===== config.mk =====
export PLATFORM = sky130hd
export DESIGN_NAME = cpu_seq_ctrl
export DESIGN_NICKNAME = d
export VERILOG_FILES = /design/src/rtl/cpu_pkg.sv /design/src/rtl/instr_decode.sv /design/src/rtl/cpu_seq_ctrl.sv
export SDC_FILE = /design/constraint.sdc
export NUM_CORES = 1
export LEC_CHECK = 0
export CAP_MARGIN = 25
export CORE_ASPECT_RATIO = 0.6
export CORE_MARGIN = 10
export CORE_UTILIZATION = 36
export CTS_CLUSTER_SIZE = 30
export DETAILED_ROUTE_END_ITERATION = 16
export PLACE_DENSITY = 0.66
export SLEW_MARGIN = 15
export SYNTH_ARGS = -nofsm -noshare
export SYNTH_HDL_FRONTEND = slang
export SYNTH_SLANG_ARGS = --single-unit

===== constraint.sdc =====
create_clock -name clk -period 1.83 [get_ports clk]
set_input_delay 0.366 -clock clk [delete_from_list [all_inputs] [get_ports clk]]
set_output_delay 0.366 -clock clk [all_outputs]
set_load 0.01 [all_outputs]

===== src/rtl/cpu_pkg.sv =====
// Shared types and constants for the 10-bit CPU sequencer.
// Holds the state enum, opcode/ALU codes and instruction field positions.
package cpu_pkg;

  localparam int INSTR_W = 10;
  localparam int RA_W    = 3;

  localparam int OP_LSB = 7;
  localparam int RS_LSB = 4;
  localparam int RT_LSB = 1;
  localparam int F_BIT  = 0;

  localparam logic [2:0] OP_SYS = 3'b111;
  localparam logic       F_HALT = 1'b1;

  localparam logic [2:0] ALU_ADD = 3'b000;
  localparam logic [2:0] ALU_SUB = 3'b001;
  localparam logic [2:0] ALU_AND = 3'b010;
  localparam logic [2:0] ALU_OR  = 3'b011;
  localparam logic [2:0] ALU_XOR = 3'b100;
  localparam logic [2:0] ALU_SHL = 3'b101;
  localparam logic [2:0] ALU_SHR = 3'b110;

  typedef enum logic [2:0] {
    ST_IDLE,
    ST_FETCH,
    ST_DECODE,
    ST_EXEC,
    ST_WB,
    ST_HALTED
  } state_t;

  function automatic logic [2:0] fld3(
    input logic [INSTR_W-1:0] ir,
    input int                 lsb
  );
    return ir[lsb +: 3];
  endfunction

endpackage


===== src/rtl/instr_decode.sv =====
// Combinational IR decode: register addresses, ALU select, op class.
// Ports: ir in; raddr1/raddr2/waddr/alu_ctrl, is_halt/is_brz out.
module instr_decode
  import cpu_pkg::*;
(
  input  logic [INSTR_W-1:0] ir,
  output logic [RA_W-1:0]    raddr1,
  output logic [RA_W-1:0]    raddr2,
  output logic [RA_W-1:0]    waddr,
  output logic [2:0]         alu_ctrl,
  output logic               is_halt,
  output logic               is_brz
);

  logic [2:0] op;
  logic [2:0] rs;
  logic [2:0] rt;
  logic       f;

  assign op = fld3(ir, OP_LSB);
  assign rs = fld3(ir, RS_LSB);
  assign rt = fld3(ir, RT_LSB);
  assign f  = ir[F_BIT];

  always_comb begin
    raddr1   = rs;
    raddr2   = rt;
    waddr    = rt;
    alu_ctrl = op;
    is_halt  = 1'b0;
    is_brz   = 1'b0;
    unique case (1'b1)
      (op == OP_SYS && f == F_HALT): begin
        is_halt  = 1'b1;
        alu_ctrl = ALU_ADD;
      end
      (op == OP_SYS && f != F_HALT): begin
        is_brz   = 1'b1;
        alu_ctrl = ALU_ADD;
      end
      default: ;
    endcase
  end

endmodule


===== src/rtl/cpu_seq_ctrl.sv =====
// Multi-cycle fetch/decode/exec/writeback sequencer for the 10-bit core.
// Ports: imem req/ack fetch, regfile addr/we, alu_ctrl, pc_inc/branch, status.
module cpu_seq_ctrl
  import cpu_pkg::*;
#(
  parameter int IMEM_TIMEOUT = 255,
  parameter int CNT_W        = 16
) (
  input  logic               clk,
  input  logic               reset_n,
  input  logic               start,
  input  logic [9:0]         pc,
  output logic               imem_req,
  input  logic               imem_ack,
  input  logic [9:0]         imem_rdata,
  output logic               pc_inc,
  output logic               branch,
  output logic [9:0]         branch_addr,
  output logic [2:0]         raddr1,
  output logic [2:0]         raddr2,
  output logic [2:0]         waddr,
  output logic               we,
  input  logic [9:0]         rdata1,
  input  logic [9:0]         rdata2,
  output logic [2:0]         alu_ctrl,
  input  logic               alu_halt,
  output logic               busy,
  output logic               halted,
  output logic               fault,
  output logic [CNT_W-1:0]   retired
);

  localparam int WAIT_W = $clog2(IMEM_TIMEOUT + 1);
  localparam logic [WAIT_W-1:0] WAIT_LAST =
    WAIT_W'(IMEM_TIMEOUT - 1);

  state_t            state;
  logic [9:0]        ir;
  logic [WAIT_W-1:0] wait_cnt;
  logic              is_halt;
  logic              is_brz;
  logic              brz_taken;
  logic              unused_pc;

  // pc only addresses instruction memory outside this block
  assign unused_pc = ^pc;

  assign brz_taken = (rdata2 == '0);

  instr_decode u_dec (
    .ir       (ir),
    .raddr1   (raddr1),
    .raddr2   (raddr2),
    .waddr    (waddr),
    .alu_ctrl (alu_ctrl),
    .is_halt  (is_halt),
    .is_brz   (is_brz)
  );

  always_ff @(posedge clk or negedge reset_n) begin
    if (!reset_n) begin
      state       <= ST_IDLE;
      ir          <= '0;
      wait_cnt    <= '0;
      imem_req    <= 1'b0;
      pc_inc      <= 1'b0;
      branch      <= 1'b0;
      we          <= 1'b0;
      branch_addr <= '0;
      busy        <= 1'b0;
      halted      <= 1'b0;
      fault       <= 1'b0;
      retired     <= '0;
    end else begin
      we     <= 1'b0;
      pc_inc <= 1'b0;
      branch <= 1'b0;
      unique case (state)
        ST_IDLE: begin
          if (start) begin
            state    <= ST_FETCH;
            imem_req <= 1'b1;
            busy     <= 1'b1;
            wait_cnt <= '0;
          end
        end
        ST_FETCH: begin
          // ack beats a timeout landing in the same cycle
          if (imem_ack) begin
            ir       <= imem_rdata;
            imem_req <= 1'b0;
            state    <= ST_DECODE;
          end else if (wait_cnt == WAIT_LAST) begin
            imem_req <= 1'b0;
            fault    <= 1'b1;
            busy     <= 1'b0;
            halted   <= 1'b1;
            state    <= ST_HALTED;
          end else begin
            wait_cnt <= wait_cnt + WAIT_W'(1);
          end
        end
        ST_DECODE: begin
          state <= ST_EXEC;
        end
        ST_EXEC: begin
          if (is_halt || (!is_brz && alu_halt)) begin
            busy   <= 1'b0;
            halted <= 1'b1;
            state  <= ST_HALTED;
          end else if (is_brz) begin
            // the branch pulse itself carries the latched taken flag
            branch_addr <= rdata1;
            branch      <= brz_taken;
            pc_inc      <= !brz_taken;
            state       <= ST_WB;
          end else begin
            we     <= 1'b1;
            pc_inc <= 1'b1;
            state  <= ST_WB;
          end
        end
        ST_WB: begin
          retired  <= retired + CNT_W'(1);
          imem_req <= 1'b1;
          wait_cnt <= '0;
          state    <= ST_FETCH;
        end
        ST_HALTED: begin
          if (start) begin
            fault    <= 1'b0;
            halted   <= 1'b0;
            busy     <= 1'b1;
            imem_req <= 1'b1;
            wait_cnt <= '0;
            state    <= ST_FETCH;
          end
        end
        default: begin
          state <= ST_IDLE;
        end
      endcase
    end
  end

endmodule


* Word level (Yosys, flattened, before mapping)
Cells that the tools add are included.
** Word-level totals
- Bits of input ports :: 45
- Register bits :: 54
- Word-level logic and storage cells :: 86
- Output and inout bits :: 45
** Cells by class
- $add $sub $neg :: 2
- Eq/ne operators :: 14
- Bitwise logic cells :: 2
- Mux-type cells :: 34
- Reductions and logical operators :: 22
** Operator list (count)
- two-way mux 8 bit :: 3
- one-hot mux 8 bit (3 select lines) :: 1
- two-way mux 1 bit :: 21
- adder 16 x 1 -> 16 bit (second input constant) :: 1
- one-hot mux 3 bit (5 select lines) :: 1
- two-way mux 3 bit :: 4
- zero test 10 bit :: 1
- != test 2 bit (second input constant) :: 5
- AND reduction 5 bit :: 2
- == test 3 bit (second input constant) :: 3
- one-hot mux 1 bit (3 select lines) :: 3
- nonzero test 3 bit :: 3
- adder 8 x 1 -> 8 bit (second input constant) :: 1
- == test 8 bit (second input constant) :: 1
- AND reduction 4 bit :: 2
- == test 3 x 2 -> 1 bit (second input constant) :: 2
- AND reduction 3 bit :: 2
- AND reduction 2 bit :: 2
- OR reduction 2 bit :: 2
- == test 3 x 1 -> 1 bit (second input constant) :: 1
- logical AND 1 bit :: 3
- zero test 3 bit :: 1
- != test 3 bit (second input constant) :: 1
- zero test 1 bit :: 2
- other kinds (5) :: 6

* Logic depth before layout (Yosys ltp)
- Depth after elaboration :: 8
- Gate-level depth with buffers :: 6
- Mapped depth without buffers :: 6

* Hierarchy
A second synthesis with hierarchy kept.
** Second synthesis, totals
- Cell total of the unflattened synthesis :: 228
- Area, all modules :: 2658.8 µm²
** By module, submodules not included
- cpu_seq_ctrl :: cells an instance 214, instances 1, area each 2549.9 µm², sequential area each 1351.3 µm²
- instr_decode :: cells an instance 14, instances 1, area each 108.9 µm², sequential area each 0.0 µm²

* Least setup slack after synthesis
OpenSTA, ideal clock, no wires.
- Path type :: register to register
- Start :: reg wait_cnt[0]
- End :: reg wait_cnt[1]
- Cell stages (with the launch flop) :: 7
- Arrival time :: 1.528 ns
- Data required time :: 1.702 ns
- Slack :: 0.174 ns
- Path buffers :: 0
- Library setup time :: 0.128 ns
- Clock period less this slack :: 1.656 ns
- Path through :: dfrtp_1 -> inv_1 -> ha_1 -> and3_1 -> nand2_1 -> o221a_2 -> mux2_1
** On the way
- Cells in the longest elaborated chain, start to end :: 4
** Ends and longest elaborated chain
- start, declared :: line cpu_seq_ctrl.sv:39 : logic [WAIT_W-1:0] wait_cnt;
- start signal, assigned :: line cpu_seq_ctrl.sv:100 : wait_cnt <= wait_cnt + WAIT_W'(1);
- adder 8 x 1 -> 8 bit :: line cpu_seq_ctrl.sv:100
- two-way mux 8 bit :: line cpu_seq_ctrl.sv:93 : end else if (wait_cnt == WAIT_LAST) begin
- two-way mux 8 bit :: line cpu_seq_ctrl.sv:89 : if (imem_ack) begin
- one-hot mux 8 bit (3 select lines) :: line cpu_seq_ctrl.sv:78 : unique case (state)
Several ways; a longest one is shown, not always the timed one. The select of a mux whose other input is x is not followed.
A chain may end at the register's enable or synchronous reset.

* Worst setup path after layout
- Start :: reg state[2]
- End :: reg ir[5]
** On the way
- Cells in the longest elaborated chain, start to end :: 2
** Ends and longest elaborated chain
- start, declared :: line cpu_seq_ctrl.sv:37 : state_t state;
- start signal, assigned :: line cpu_seq_ctrl.sv:62 : state <= ST_IDLE;
- start signal, assigned :: line cpu_seq_ctrl.sv:81 : state <= ST_FETCH;
- start signal, assigned :: line cpu_seq_ctrl.sv:92 : state <= ST_DECODE;
- == test 3 x 1 -> 1 bit :: line cpu_seq_ctrl.sv:78
- AND reduction 2 bit (no source line)
- end signal, assigned :: line cpu_seq_ctrl.sv:90 : ir <= imem_rdata;
- end, declared :: line cpu_seq_ctrl.sv:38 : logic [9:0] ir;
No other way between the ends.

==> metrics.md <==
| Metric | Value |
|---|---|
| Layout-stage area growth over the synthesis result | `44.0%` |
| Met1 track demand over resource in global routing | `between 10% and 20%` |
| Setup Crit Path Kind | `reg2reg` |
| Setup repair after global routing missed its margin | `false` |
| Clock tree root buffer cell | `sky130_fd_sc_hd__clkbuf_16` |
| Full die area | `11000 µm²` |
| Number of distinct library cells after synthesis | `47` |
| Fraction of final layout cells with drive strength greater than 1 | `14.9%` |
| YS warnings | `0` |
| Final-report max-slew violation count | `0` |
| Startpoint types | `register` |
| Max-slew headroom | `~74%` |
| Endpoint type of the worst setup path | `register` |
| CTS sink cnt | `54` |
| Routed len/inst | `16.5 µm` |
| Transition time of the tightest slew-check pin | `just under 0.4 ns` |
| Count of inserted antenna diode cells | `0` |
| Worst skew pair latency | `0.29 ns` |
| Sequential cell area fraction in the yosys report | `52.5%` |
| Commonest cells in the synthesized netlist | `54 x sky130_fd_sc_hd__dfrtp_1, 12 x sky130_fd_sc_hd__mux2_1, 12 x sky130_fd_sc_hd__nand2_1, 12 x sky130_fd_sc_hd__nor2_1` |
| Number of hold buffers added after CTS | `0` |
| Detailed placement HPWL | `between 4000 and 5000 µm` |
| Synthesized area | `2570 µm²` |
| Num ports | `90` |
| Cell count after placement | `387` |
| Clock transition at the register clock pins on the worst setup and hold paths after CTS | `0.07 ns` |
| Area of the core | `6820 µm²` |
| Max clock buf depth | `2` |
| Wire length of the first global-routing pass | `10500 µm` |
| Post-synth top area share | `52.5%` |
| Global Route met3 Usage | `roughly 6.0%` |
| Type of the most critical hold path | `in2async` |
| Clock share of power | `around 22%` |
| Final cell count without fillers | `between 300 and 400` |
| Setup slack, reg-to-reg | `0.09 ns` |
| Final setup violating endpoints | `0` |
| Setup Fix Bufs, Post-CTS | `0` |
| Source of the critical timing path | `state[2]` |
| Num CTS Buffers | `5` |
| TritonCTS clock tree | `yes` |
| Syn_area_per_cell | `~12 µm²` |
| Ys flop type | `sky130_fd_sc_hd__dfrtp_1` |
| Data required time at the worst endpoint | `2.00 ns` |
| Aggregate global routing overflow | `0` |
| Initial DRC Count | `186` |
| Total power | `0.00494 W` |
| P_sw | `around 0.0016 W` |
| Starting density of the core | `37.7%` |
| Number of enable-type register cells in the synthesized netlist | `0` |
| Count of antenna-violating nets left after detailed routing | `0` |
| Post-layout nets | `between 300 and 400` |
| Total number of vias | `1963` |
| Final setup margin | `0.0934 ns` |
| Largest driver fanout on the critical path | `11` |
| Proportion of power drawn by flip-flops and latches | `36.7%` |
| Count of unresolved DRC violations after routing | `0` |
| Combinational fraction of design power | `41.4%` |
| Number of input and output port buffers inserted | `79` |
| Internal portion of total power | `0.00332 W` |
| Largest area contributor in the netlist | `sky130_fd_sc_hd__dfrtp_1` |
| Status | `finished, final reports clean` |
| Largest cells by area after synthesis | `sky130_fd_sc_hd__dfrtp_1 53%, sky130_fd_sc_hd__mux2_4 5.8%, sky130_fd_sc_hd__mux2_1 5.3%` |
| Number of vias per cell after detailed routing | `a little under 5` |
| Period Utilization, post-route | `94.9%` |
| Power per cell area | `around 1300 nW/µm²` |
| Most used standard cell by instance count after synthesis | `sky130_fd_sc_hd__dfrtp_1` |
| Number of H-tree levels | `2` |
| Terminus of the critical flop-to-flop path | `ir[5]` |
| Combined area of the multi-input logic cells | `1120 µm²` |
| TritonRoute pass-1 iters | `4` |
| Arrival time worst endpoint | `1.91 ns` |
| Wire length reported by the detailed router | `about 6500 µm` |
| Leakage component of the power | `1.65 nW` |
| Total track usage | `11.6%` |
| Vertical die dimension | `85.5 µm` |
| Final hold violation count | `0` |
| Filler Cells Inserted | `602` |
| Maximum vdd drop | `0.636 mV` |
| Highest achievable clock rate | `576 MHz` |
| Post-synthesis cell count | `221` |
| Setup TNS after final layout | `0 ns` |
| Met2 demand-to-capacity share in global routing | `15.1%` |
| Switching Fraction | `between 30% and 40%` |
| Via count of the first global-routing pass | `2008` |
| Reg2reg start | `state[2]` |
| # rows | `23` |
| Area used by sequential logic in the layout | `about 1400 µm²` |
| Routability congestion estimate from global placement | `between 0.8 and 0.9` |
| Min Clock Period, post-route | `1.74 ns` |
| Max-capacitance violation count | `0` |
| Post-Place Setup Slack | `-0.240 ns` |
| Pin count of the biggest net entering global routing | `55` |
| Initial antenna violation count | `0` |
| Die span in x | `129 µm` |
| Worst-case clock skew | `0.00496 ns` |
| Worst R2R Path Depth | `5` |
| Post-Syn Nets | `269` |
| Share of flip-flops with an asynchronous set or reset | `100%` |
| Busiest metal layer after global routing | `met1` |
| FF+latch count, synth | `54` |
[power groups by stage]
stage	logic [W]	clock network, W	registers [W]
after floorplan	0.00110	0	0.00183
after global placement	0.00200	0	0.00181
after detailed placement	0.00201	0	0.00182
after CTS	0.00201	0.00111	0.00181
after global routing	0.00222	0.00117	0.00187
final	0.00204	0.00108	0.00181
[worst max path at each step]
stage | slack (ns) | cells past startpoint | endpoint
2_1_floorplan | 0.17 | 6 | wait_cnt[1]
3_3_place_gp | -0.17 | 5 | wait_cnt[4]
3_5_place_dp | -0.24 | 5 | wait_cnt[4]
4_1_cts | 0.01 | 2 | alu_ctrl[1]
5_1_grt | 0.01 | 5 | ir[5]
6_report | 0.09 | 5 | ir[5]
[kinds of logic (layout without fill, tap and decap cells)]
family | after synthesis | count (layout) | share of synthesized area (%)
AO/OA/AOI/OAI | 30 | 30 | 7.58
XOR/XNOR | 16 | 16 | 5.45
adder cells (fa/ha/maj) | 4 | 4 | 1.85
buffers and inverters | 22 | 109 | 4.86
flip-flops | 54 | 54 | 52.5
multiplexers | 23 | 23 | 11.5
AND/OR/NAND/NOR | 72 | 72 | 16.3
[stage by stage]
stage / hold slack [ns] / util (%) / cell area (µm²)
final: 0.0599 / 54.3 / 3710
after detailed placement: 0.383 / 51.4 / 3510
after CTS: 0.0748 / 53.9 / 3670
after global placement: 0.385 / 51.4 / 3510
after global routing: 0.0845 / 54.3 / 3710
after floorplan: 0.0704 / - / 2570
[repair_timing]
| item | in CTS | in global routing |
|---|---|---|
| endpoints found under the hold margin | 0 | 0 |
| cloned | 0 | 1 |
| endpoints found under the setup margin | 2 | 13 |
| pin swaps | 0 | 1 |
| resized for setup | 2 | 9 |
[worst max-delay path: stages (launching register included)]
cell	delay, ns
sky130_fd_sc_hd__dfrtp_1	0.41
sky130_fd_sc_hd__buf_4	0.19
sky130_fd_sc_hd__nand2b_2	0.24
sky130_fd_sc_hd__nor3_4	0.24
sky130_fd_sc_hd__buf_4	0.21
sky130_fd_sc_hd__mux2_1	0.33
[sequential cells by signal (all words and copies together) (netlist names)]
| name | cells |
|---|---|
| retired | 16 |
| branch_addr | 10 |
| ir | 10 |
| wait_cnt | 8 |
| state | 3 |
| branch | 1 |
| busy | 1 |
| fault | 1 |
| halted | 1 |
| imem_req | 1 |
| pc_inc | 1 |
| we | 1 |
[placed cells by master (no fill, tap or decap), drive strengths merged, types with 2 or more instances in the layout]
cell type	n
a31oi	8
o21ai	4
mux2	22
nand3	10
nor3	7
and2	5
nand2	13
a21o	2
buf	17
nand4	6
and3	6
dlygate4sd2	2
xor2	8
nor4	4
ha	3
dfrtp	54
inv	7
a41oi	2
xnor2	8
clkdlybuf4s50	75
a21oi	8
clkbuf	6
nor2	12
[layer usage]
| layer | up-vias | part of all wire (%) |
|---|---|---|
| li1 | 952 | - |
| met1 | 944 | 49 |
| met2 | 64 | 40 |
| met3 | 3 | 11 |
| met4 | 0 | 0.21 |
| met5 | - | 0 |
[cell type report]
class	count	area share, %
clock inverters	1	0.810
well taps	87	2.94
inverters	7	0.709
repair buffers	95	25.1
flip-flops and latches	54	36.5
multi-input cells	145	30.2
clock buffers	6	3.75
Power figures use the tool's default switching activity.
